<file path="src/rtl/vga_pkg.sv">
// -----------------------------------------------------------------------------
// vga_pkg
// Shared 640x480@60 VGA timing constants, derived active-area bounds, RGB565
// colour constants, the sprite-position handshake state type and a small
// clamp helper. Used by the timing generator and the pixel-source stages.
// -----------------------------------------------------------------------------
package vga_pkg;

   // Horizontal timing, in pixel clocks: sync, back porch, active, front porch, total
   localparam int SA = 96;
   localparam int SB = 48;
   localparam int SC = 640;
   localparam int SD = 16;
   localparam int SE = SA + SB + SC + SD;   // 800

   // Vertical timing, in lines: sync, back porch, active, front porch, total
   localparam int SO = 2;
   localparam int SP = 33;
   localparam int SQ = 480;
   localparam int SR = 10;
   localparam int SS = SO + SP + SQ + SR;   // 525

   localparam int H_ACT = SC;
   localparam int V_ACT = SQ;

   // Counter-width versions of the bounds, so compares need no width juggling
   localparam logic [9:0] HSTART = 10'(SA + SB);          // 144
   localparam logic [9:0] HEND   = 10'(SA + SB + SC);     // 784 (exclusive)
   localparam logic [9:0] VSTART = 10'(SO + SP);          // 35
   localparam logic [9:0] VEND   = 10'(SO + SP + SQ);     // 515 (exclusive)
   localparam logic [9:0] H_LAST = 10'(SE - 1);           // 799
   localparam logic [9:0] V_LAST = 10'(SS - 1);           // 524

   typedef logic [15:0] rgb565_t;

   localparam rgb565_t RGB_BLACK = 16'h0000;
   localparam rgb565_t RGB_RED   = 16'hF800;
   localparam rgb565_t RGB_GREEN = 16'h07E0;
   localparam rgb565_t RGB_BLUE  = 16'h001F;
   localparam rgb565_t RGB_WHITE = 16'hFFFF;

   // Sprite position handshake states
   typedef enum logic [1:0] {
      PS_IDLE,
      PS_PEND,
      PS_ACKD
   } pos_state_t;

   function automatic logic [9:0] clamp10(input logic [9:0] v, input logic [9:0] lim);
      return (v > lim) ? lim : v;
   endfunction

endpackage

</file>
<file path="src/rtl/vga_posreg.sv">
// -----------------------------------------------------------------------------
// vga_posreg
// Sprite position register with request/acknowledge handshake. A request is
// clamped and captured into a shadow pair, then copied to the live offsets
// only at the frame boundary so a frame never shows two sprite positions.
//
// Ports
//   i_clk       pixel clock
//   i_reset     synchronous, active-high reset
//   i_boundary  high during the last pixel of the frame (iCH==799, iCV==524)
//   i_req       position-change request (level)
//   i_x, i_y    requested offsets inside the active area
//   o_ack       one-cycle acknowledge, the cycle after the applying boundary
//   o_xoff      live horizontal offset
//   o_yoff      live vertical offset
// -----------------------------------------------------------------------------
module vga_posreg
   import vga_pkg::*;
#(
   parameter int XSIZE = 128,
   parameter int YSIZE = 128,
   parameter int XOFF  = 256,
   parameter int YOFF  = 176
) (
   input  logic       i_clk,
   input  logic       i_reset,
   input  logic       i_boundary,
   input  logic       i_req,
   input  logic [9:0] i_x,
   input  logic [9:0] i_y,
   output logic       o_ack,
   output logic [9:0] o_xoff,
   output logic [9:0] o_yoff
);

   // Largest offsets that still keep the whole sprite inside the active area
   localparam logic [9:0] XMAX = 10'(H_ACT - XSIZE);
   localparam logic [9:0] YMAX = 10'(V_ACT - YSIZE);

   pos_state_t r_state, w_state_next;
   logic       w_capture, w_apply;
   logic [9:0] r_shadow_x, r_shadow_y;
   logic [9:0] r_xoff, r_yoff;
   logic       r_ack;

   always_ff @(posedge i_clk) begin
      if (i_reset) r_state <= PS_IDLE;
      else         r_state <= w_state_next;
   end

   always_comb begin
      w_state_next = r_state;
      w_capture    = 1'b0;
      w_apply      = 1'b0;
      case (r_state)
         PS_IDLE: if (i_req) begin
            w_capture    = 1'b1;
            w_state_next = PS_PEND;
         end
         PS_PEND: if (i_boundary) begin
            w_apply      = 1'b1;
            w_state_next = PS_ACKD;
         end
         // A level request still high after its ACK must not start another cycle
         PS_ACKD: if (!i_req) w_state_next = PS_IDLE;
         default: w_state_next = PS_IDLE;
      endcase
   end

   always_ff @(posedge i_clk) begin
      if (i_reset) begin
         r_shadow_x <= 10'(XOFF);
         r_shadow_y <= 10'(YOFF);
         r_xoff     <= 10'(XOFF);
         r_yoff     <= 10'(YOFF);
         r_ack      <= 1'b0;
      end else begin
         r_ack <= w_apply;
         if (w_capture) begin
            r_shadow_x <= clamp10(i_x, XMAX);
            r_shadow_y <= clamp10(i_y, YMAX);
         end
         if (w_apply) begin
            r_xoff <= r_shadow_x;
            r_yoff <= r_shadow_y;
         end
      end
   end

   assign o_ack  = r_ack;
   assign o_xoff = r_xoff;
   assign o_yoff = r_yoff;

endmodule

</file>
<file path="src/rtl/vga_imgmod.sv">
// -----------------------------------------------------------------------------
// vga_imgmod
// Pixel source between the VGA timing generator and the DAC. Places a sprite
// read from an external synchronous ROM at a movable position, fills the rest
// of the active area with BG, blanks outside it, and delays the syncs so they
// leave on the same edge as their pixel (three registers on both paths).
//
// Ports
//   CLOCK, RESET          pixel clock, synchronous active-high reset
//   iH, iV                raw sync levels (active low)
//   iCH, iCV              horizontal / vertical counters
//   ROM_ADDR              {row, col} of the sprite texel, held outside the window
//   ROM_DATA              RGB565 word, valid one edge after ROM_ADDR
//   POS_REQ, POS_X, POS_Y position-change request and requested offsets
//   POS_ACK               one-cycle acknowledge
//   VGA_HSYNC, VGA_VSYNC  delayed syncs
//   VGAD                  RGB565 pixel
// -----------------------------------------------------------------------------
module vga_imgmod
   import vga_pkg::*;
#(
   parameter int      XSIZE = 128,
   parameter int      YSIZE = 128,
   parameter int      XOFF  = 256,
   parameter int      YOFF  = 176,
   parameter rgb565_t BG    = RGB_BLACK
) (
   input  logic                                   CLOCK,
   input  logic                                   RESET,
   input  logic                                   iH,
   input  logic                                   iV,
   input  logic [9:0]                             iCH,
   input  logic [9:0]                             iCV,
   output logic [$clog2(XSIZE)+$clog2(YSIZE)-1:0] ROM_ADDR,
   input  logic [15:0]                            ROM_DATA,
   input  logic                                   POS_REQ,
   input  logic [9:0]                             POS_X,
   input  logic [9:0]                             POS_Y,
   output logic                                   POS_ACK,
   output logic                                   VGA_HSYNC,
   output logic                                   VGA_VSYNC,
   output logic [15:0]                            VGAD
);

   localparam int          XB   = $clog2(XSIZE);
   localparam int          YB   = $clog2(YSIZE);
   localparam logic [10:0] XS11 = 11'(XSIZE);
   localparam logic [10:0] YS11 = 11'(YSIZE);

   logic [9:0]  w_xoff, w_yoff;
   logic        w_boundary;
   logic [10:0] w_ch, w_cv, w_hs, w_vs;
   logic        w_in_win, w_active;
   logic [XB-1:0] w_col;
   logic [YB-1:0] w_row;
   rgb565_t     w_pix;

   logic          r_win1, r_act1, r_win2, r_act2;
   logic [XB+YB-1:0] r_addr;
   logic [2:0]    r_hs_pipe, r_vs_pipe;
   rgb565_t       r_pix;

   assign w_boundary = (iCH == H_LAST) && (iCV == V_LAST);

   vga_posreg #(
      .XSIZE(XSIZE),
      .YSIZE(YSIZE),
      .XOFF (XOFF),
      .YOFF (YOFF)
   ) u_posreg (
      .i_clk     (CLOCK),
      .i_reset   (RESET),
      .i_boundary(w_boundary),
      .i_req     (POS_REQ),
      .i_x       (POS_X),
      .i_y       (POS_Y),
      .o_ack     (POS_ACK),
      .o_xoff    (w_xoff),
      .o_yoff    (w_yoff)
   );

   // Window bounds in 11 bits: the right/bottom edge can exceed 10-bit range
   // for unclamped arithmetic, and must not wrap back into the frame.
   assign w_ch = {1'b0, iCH};
   assign w_cv = {1'b0, iCV};
   assign w_hs = {1'b0, HSTART} + {1'b0, w_xoff};
   assign w_vs = {1'b0, VSTART} + {1'b0, w_yoff};

   assign w_in_win = (w_ch >= w_hs) && (w_ch < w_hs + XS11) &&
                     (w_cv >= w_vs) && (w_cv < w_vs + YS11);
   assign w_active = (iCH >= HSTART) && (iCH < HEND) &&
                     (iCV >= VSTART) && (iCV < VEND);

   // Only the low bits of the in-window distance are needed, and those depend
   // only on the low bits of the operands.
   assign w_col = w_ch[XB-1:0] - w_hs[XB-1:0];
   assign w_row = w_cv[YB-1:0] - w_vs[YB-1:0];

   // Stage 2 flags select the ROM word that the ROM registered one edge earlier
   assign w_pix = r_win2 ? ROM_DATA : (r_act2 ? BG : RGB_BLACK);

   always_ff @(posedge CLOCK) begin
      if (RESET) begin
         r_win1    <= 1'b0;
         r_act1    <= 1'b0;
         r_win2    <= 1'b0;
         r_act2    <= 1'b0;
         r_addr    <= '0;
         r_hs_pipe <= 3'b111;
         r_vs_pipe <= 3'b111;
         r_pix     <= RGB_BLACK;
      end else begin
         r_win1    <= w_in_win;
         r_act1    <= w_active;
         r_win2    <= r_win1;
         r_act2    <= r_act1;
         if (w_in_win) r_addr <= {w_row, w_col};
         r_hs_pipe <= {r_hs_pipe[1:0], iH};
         r_vs_pipe <= {r_vs_pipe[1:0], iV};
         r_pix     <= w_pix;
      end
   end

   assign ROM_ADDR  = r_addr;
   assign VGA_HSYNC = r_hs_pipe[2];
   assign VGA_VSYNC = r_vs_pipe[2];
   assign VGAD      = r_pix;

endmodule

</file>
<file path="config.mk">
export PLATFORM = sky130hd
export DESIGN_NAME = vga_imgmod
export DESIGN_NICKNAME = d
export VERILOG_FILES = /design/src/rtl/vga_pkg.sv /design/src/rtl/vga_posreg.sv /design/src/rtl/vga_imgmod.sv
export SDC_FILE = /design/constraint.sdc
export NUM_CORES = 1
export LEC_CHECK = 0
export BUFFER_PORTS_ARGS = -buffer_cell sky130_fd_sc_hd__clkbuf_2
export CORE_ASPECT_RATIO = 1.25
export CORE_MARGIN = 4
export CORE_UTILIZATION = 35
export DETAILED_ROUTE_END_ITERATION = 8
export PLACE_DENSITY_LB_ADDON = 0.3
export SLEW_MARGIN = 20
export SYNTH_ARGS = -nofsm -noshare
export SYNTH_HDL_FRONTEND = slang
export SYNTH_SLANG_ARGS = --single-unit
</file>
<file path="constraint.sdc">
create_clock -name CLOCK -period 2.97 [get_ports CLOCK]
set_input_delay 0.4455 -clock CLOCK [delete_from_list [all_inputs] [get_ports CLOCK]]
set_output_delay 0.4455 -clock CLOCK [all_outputs]
set_load 0.02 [all_outputs]
</file>
==> flow_metrics.env, run 1 <==
export IMPL_worstMarginPinSlew_ps=714
export IMPL_max_freq_ghz=0.327
export IMPL_cts_root_buffer="clkbuf_16"
export IMPL_fin_crit_sh_pct=103
export IMPL_cts_buffers=9
export IMPL_hpwl_mm=7.63
export IMPL_powerDensity_nw_per_um2=484
export IMPL_vdd_ir_drop_max_mv=0.209
export IMPL_slew_headroom_pct=52.3
export IMPL_grt_pass1_vias=3540
export IMPL_status="complete, but fails checks"
export IMPL_synth_top_area_cell="dfxtp_1"
export IMPL_leakage_nw=2.23
export IMPL_die_h_um=128
export IMPL_area_growth_synth_to_final_pct=30.7
export IMPL_io_buffers=93
export IMPL_cts_sinks=81
export IMPL_min_from="iH"
export IMPL_wl_per_cell_um=13.9
export IMPL_setup_slack_ps=-89.1
export IMPL_setup_tns_final_ps=-220
export IMPL_synth_edf_count=0
export IMPL_yosysSeqAreaShare_pct=40.3
export IMPL_netlist_area_sq_um=4020
export IMPL_synth_flop_cell="dfxtp_1"
export IMPL_finalSetupViolations=3
export IMPL_hold_class="input port to register"
export IMPL_grt_pass1_wl_mm=16.2
export IMPL_hold_viol=0
export IMPL_wl_mm=9.77
export IMPL_path_class="register to register"
export IMPL_startpoint="u_posreg.o_xoff[4]"
export IMPL_dieArea_sq_um=13300
export IMPL_postSynthAreaPerCell_sq_um=9.05
export IMPL_violations="setup timing"
export IMPL_cts_path_max_buffers=2
export IMPL_drive_above_1_share_pct=31.3
export IMPL_start_util_pct=35.9
export IMPL_firstDrtPassIters=4
export IMPL_cts_htree_levels=3
export IMPL_rsz0062_at_grt="true"
export IMPL_synthCells=444
export IMPL_timing_rr_start="u_posreg.o_xoff[4]"
export IMPL_period_needed_ps=3060
export IMPL_gp_congestion=0.815
export IMPL_core_sq_um=11200
export IMPL_synth_most_common_cell="dfxtp_1"
export IMPL_yosys_top_cells_count="dfxtp_1, a21oi_1, nor2_1"
export IMPL_ys_async_sr_fraction_pct=0
export IMPL_clk_latency_ps=340
export IMPL_dp_cells=685
export IMPL_rr_worst_depth=13
export IMPL_vias_per_cell=5.04
export IMPL_rows=43
export IMPL_fill_cells=1103
export IMPL_vias=3548
export IMPL_synthTopCellsByArea="dfxtp_1, ha_1, a21oi_1"
export IMPL_grt_total_usage_pct=14.9
export IMPL_fin_skew_ps=5.36
export IMPL_critPathRequiredTime_ps=3240
export IMPL_r2r_slack_ps=-90
export IMPL_syn_nets=537
export IMPL_yosys_register_bits=81
export IMPL_drv_slew=0
export IMPL_start_kind="register"
export IMPL_io_pins=94
export IMPL_cts_tree="built"
export IMPL_end_kind="register"
export IMPL_drc=0
export IMPL_r2r_end="ROM_ADDR[3]"
export IMPL_hold_end="r_hs_pipe[0]"
export IMPL_drt_initial_drc_count=96
export IMPL_die_x_um=104
export IMPL_hold_depth=2
export IMPL_globalRouteOverflowTotal=0
export IMPL_worstPathMaxFanout=6
export IMPL_maxCapViolations=0
export IMPL_path_clk_slew_ps=60
export IMPL_n_antenna_cell=0
export IMPL_arrival_ps=3330
export IMPL_synth_top_area_share_pct=40.3
export IMPL_postRouteAntennaNets=0
export IMPL_fin_nets=657
export IMPL_grt_max_degree=44
export IMPL_antenna_found_initial=0
export IMPL_ys_warnings_count=0
export IMPL_synth_cell_types=47
export IMPL_finalNonFillerCells=704
export IMPL_dp_slack_ps=-178
-- cell usage in the layout (no fill, tap or decap), drive strengths merged, types with 7 or more instances in the layout --
cell type,Yosys,layout
clkbuf,15,103
dfxtp,81,81
a21oi,36,36
buf,3,34
nor2,34,34
ha,30,30
inv,23,26
o21ai,23,23
nand2,21,21
mux2i,17,17
and2,17,17
xnor2,17,17
nand3b,9,9
nor2b,9,9
nand3,9,9
a211oi,8,8
xor2,8,8
nand2b,7,7
a211o,7,7
a22oi,7,7
nor3,7,7
-- worst max path at each step --
stage	to	slack [ps]	depth (start not counted)
after floorplan	ROM_ADDR[3]	30	13
after global routing	ROM_ADDR[12]	-220	13
final	ROM_ADDR[3]	-90	13
after detailed placement	ROM_ADDR[3]	-180	13
after CTS	ROM_ADDR[3]	-90	13
after global placement	ROM_ADDR[12]	-60	13
-- report_power, final --
part | switching, mW | total (mW) | internal (mW)
Clock | 0.461 | 1.14 | 0.683
Sequential | 0.0134 | 1.13 | 1.11
Combinational | 0.149 | 0.270 | 0.120
Total | 0.623 | 2.54 | 1.92
-- state kept, by name, summed over array words and instances (netlist names), 2 cells and up --
signal / count
u_posreg.o_yoff: 10
ROM_ADDR: 14
r_hs_pipe: 3
u_posreg.r_shadow_x: 10
r_vs_pipe: 3
u_posreg.r_state: 2
u_posreg.o_xoff: 10
u_posreg.r_shadow_y: 10
VGAD: 16
-- area by class of cell --
| class | instances | area (sq um) | area share [%] |
|---|---|---|---|
| timing repair buffer | 127 | 721 | 13.7 |
| clock inverter | 6 | 71.3 | 1.36 |
| sequential | 81 | 1630 | 31.0 |
| tap | 135 | 169 | 3.21 |
| clock buffer | 10 | 239 | 4.55 |
| inverter | 23 | 86.3 | 1.64 |
| multi-input combinational | 322 | 2340 | 44.5 |
-- stage by stage --
step	cell area [sq um]	utilization [%]	power, mW	hold slack (ps)
6_report	5260	47.0	2.54	296
5_1_grt	5260	47.0	2.65	294
4_1_cts	5230	46.7	2.57	284
3_5_place_dp	4830	43.2	1.42	394
3_3_place_gp	4830	43.2	1.41	392
2_1_floorplan	4030	-	1.31	389
-- metal layers --
| metal | global-route usage (%) | share of wire, % | vias up |
|---|---|---|---|
| li1 | - | - | 1805 |
| met5 | 0 | 0 | - |
| met3 | 4.13 | 4.7 | 20 |
| met1 | 16.7 | 43 | 1640 |
| met2 | 26.1 | 49 | 83 |
| met4 | 7.51 | 3.3 | 0 |
-- kinds of logic after synthesis --
logic type               after synthesis  share of synthesized area (%)
adder cells (fa/ha/maj)               32                           10.3
buffers and inverters                 41                           3.89
AO/OA/AOI/OAI                        106                           16.5
AND/OR/NAND/NOR                      142                           19.2
flip-flops                            81                           40.3
multiplexers                          17                           4.23
XOR/XNOR                              25                           5.45
-- repair_timing --
action / 4_1_cts / 5_1_grt
buffers inserted: 3 / 0
pin swaps: 11 / 3
endpoints found under the hold margin: 0 / 0
setup endpoints to repair: 14 / 15
hold buffers: 0 / 0
cloned: 0 / 0
gates resized for setup: 21 / 10
-- critical path: stages, from the launching register on --
cell and delay, ps:
dfxtp_2 350, ha_4 170, a21oi_4 160, xnor2_2 90
ha_2 320, inv_1 30, ha_1 260, o21a_1 190
o22ai_2 110, a31o_2 130, a21oi_1 50, or4_4 560
or4_1 490, o21ai_1 80
(Power assumes the default switching activity.)
==> inputs of run 2 (changes only) <==
--- a/config.mk
+++ b/config.mk
@@ -13,2 +13,3 @@
 export PLACE_DENSITY_LB_ADDON = 0.3
+export SETUP_SLACK_MARGIN = 0.2
 export SLEW_MARGIN = 20
--- a/constraint.sdc
+++ b/constraint.sdc
@@ -3,2 +3,2 @@
 set_output_delay 0.4455 -clock CLOCK [all_outputs]
-set_load 0.02 [all_outputs]
+set_load 0.05 [all_outputs]
==> flow_metrics.env, run 2 (same netlist as run 1, synthesis figures left out) <==
export IMPL_status="complete, but fails checks"
export IMPL_violations="setup timing"
export IMPL_slew_headroom_pct=48.8
export IMPL_gp_congestion=0.842
export IMPL_path_class="register to register"
export IMPL_hpwl_mm=7.56
export IMPL_dieArea_sq_um=13300
export IMPL_cts_root_buffer="clkbuf_16"
export IMPL_firstDrtPassIters=4
export IMPL_fin_nets=665
export IMPL_critPathRequiredTime_ps=3230
export IMPL_largest_reg_flops=16
export IMPL_worstMarginPinSlew_ps=766
export IMPL_final_common_cell="clkbuf_2"
export IMPL_core_sq_um=11200
export IMPL_finalSetupViolations=7
export IMPL_cts_htree_levels=3
export IMPL_hold_buffers=0
export IMPL_powerDensity_nw_per_um2=465
export IMPL_die_x_um=104
export IMPL_drive_above_1_share_pct=32.8
export IMPL_io_pins=94
export IMPL_maxCapViolations=0
export IMPL_wl_per_cell_um=13.7
export IMPL_max_freq_ghz=0.328
export IMPL_rows=43
export IMPL_cts_path_max_buffers=2
export IMPL_fin_crit_sh_pct=103
export IMPL_p_total_mw=2.48
export IMPL_grt_total_usage_pct=14.8
export IMPL_wl_mm=9.72
export IMPL_hold_class="input port to register"
export IMPL_cts_tree="built"
export IMPL_start_util_pct=35.9
export IMPL_period_needed_ps=3050
export IMPL_postRouteAntennaNets=0
export IMPL_io_buffers=93
export IMPL_cts_sinks=81
export IMPL_path_clk_slew_ps=60
export IMPL_clk_latency_ps=340
export IMPL_leakage_nw=2.28
export IMPL_antenna_found_initial=0
export IMPL_finalNonFillerCells=712
export IMPL_place_area_sq_um=4870
export IMPL_vias_per_cell=4.98
export IMPL_grt_max_degree=44
export IMPL_setup_slack_ps=-80.0
export IMPL_drt_initial_drc_count=113
export IMPL_end_kind="register"
export IMPL_fill_cells=1091
export IMPL_drv_slew=0
export IMPL_die_h_um=128
export IMPL_arrival_ps=3310
export IMPL_worstPathMaxFanout=5
export IMPL_globalRouteOverflowTotal=0
export IMPL_grt_pass1_wl_mm=16.3
export IMPL_start_kind="register"
export IMPL_drc=0
export IMPL_final_cell_mix="clkbuf_2, dfxtp_1, buf_4"
export IMPL_vdd_ir_drop_max_mv=0.322
export IMPL_vias=3543
export IMPL_fin_area_sq_um=5340
export IMPL_dp_slack_ps=-138
export IMPL_n_antenna_cell=0
export IMPL_rsz0062_at_grt="true"
export IMPL_cts_buffers=9
export IMPL_hold_viol=0
export IMPL_grt_pass1_vias=3575
export IMPL_dp_cells=686
export IMPL_fin_skew_ps=8.48
export IMPL_area_growth_synth_to_final_pct=32.9
run 2: layer usage:
layer  share of wire, %  GRT usage (%)  up-vias
li1                   -              -     1831
met1                 46           18.0     1617
met2                 49           25.6       80
met3                3.6           3.43       15
met4                1.9           5.56        0
met5                  0              0        -
run 2: area by class of cell:
cell class,count,area [sq um],share of cell area (%)
clock buffer,9,225,4.22
timing repair buffer,135,797,14.9
clock inverter,7,63.8,1.19
sequential,81,1630,30.5
multi-input combinational,322,2370,44.3
inverter,23,86.3,1.62
tap,135,169,3.16
run 2: power breakdown:
part           internal [mW]  total, mW  switching, mW
clock network          0.580       1.05          0.470
logic                  0.126      0.304          0.178
registers               1.11       1.13         0.0142
run 2: worst paths after layout:
kind,cells past startpoint,slack [ps],startpoint,to
min,2,290,iV,r_vs_pipe[0]
max reg2reg,14,-80,u_posreg.o_yoff[1],ROM_ADDR[12]
max,14,-80,u_posreg.o_yoff[1],ROM_ADDR[12]
min reg2reg,1,410,r_vs_pipe[1],r_vs_pipe[2]
run 2: timing repair:
| item | 4_1_cts | 5_1_grt |
|---|---|---|
| endpoints found under the setup margin | 15 | 15 |
| buffers inserted | 6 | 4 |
| resized for setup | 16 | 18 |
| pin swaps | 16 | 7 |
run 2: per-stage QoR:
| step | hold slack [ps] | TNS, ps | utilization (%) |
|---|---|---|---|
| floorplan | 389 | 0 | - |
| global placement | 393 | -35.5 | 43.5 |
| detailed placement | 397 | -453 | 43.5 |
| CTS | 285 | -196 | 47.0 |
| global route | 290 | -2140 | 47.7 |
| finish | 293 | -240 | 47.7 |
run 2: worst max-delay path, stage by stage (launching register included):
cell      delay (ps)
dfxtp_2          340
inv_2             40
ha_4             150
and4b_4          340
o211ai_2         120
xnor2_2          170
ha_1             280
inv_1             40
ha_1             280
o211a_1          240
o21ai_0          100
a21oi_1          120
buf_4            170
or4_4            500
o21ai_1           90
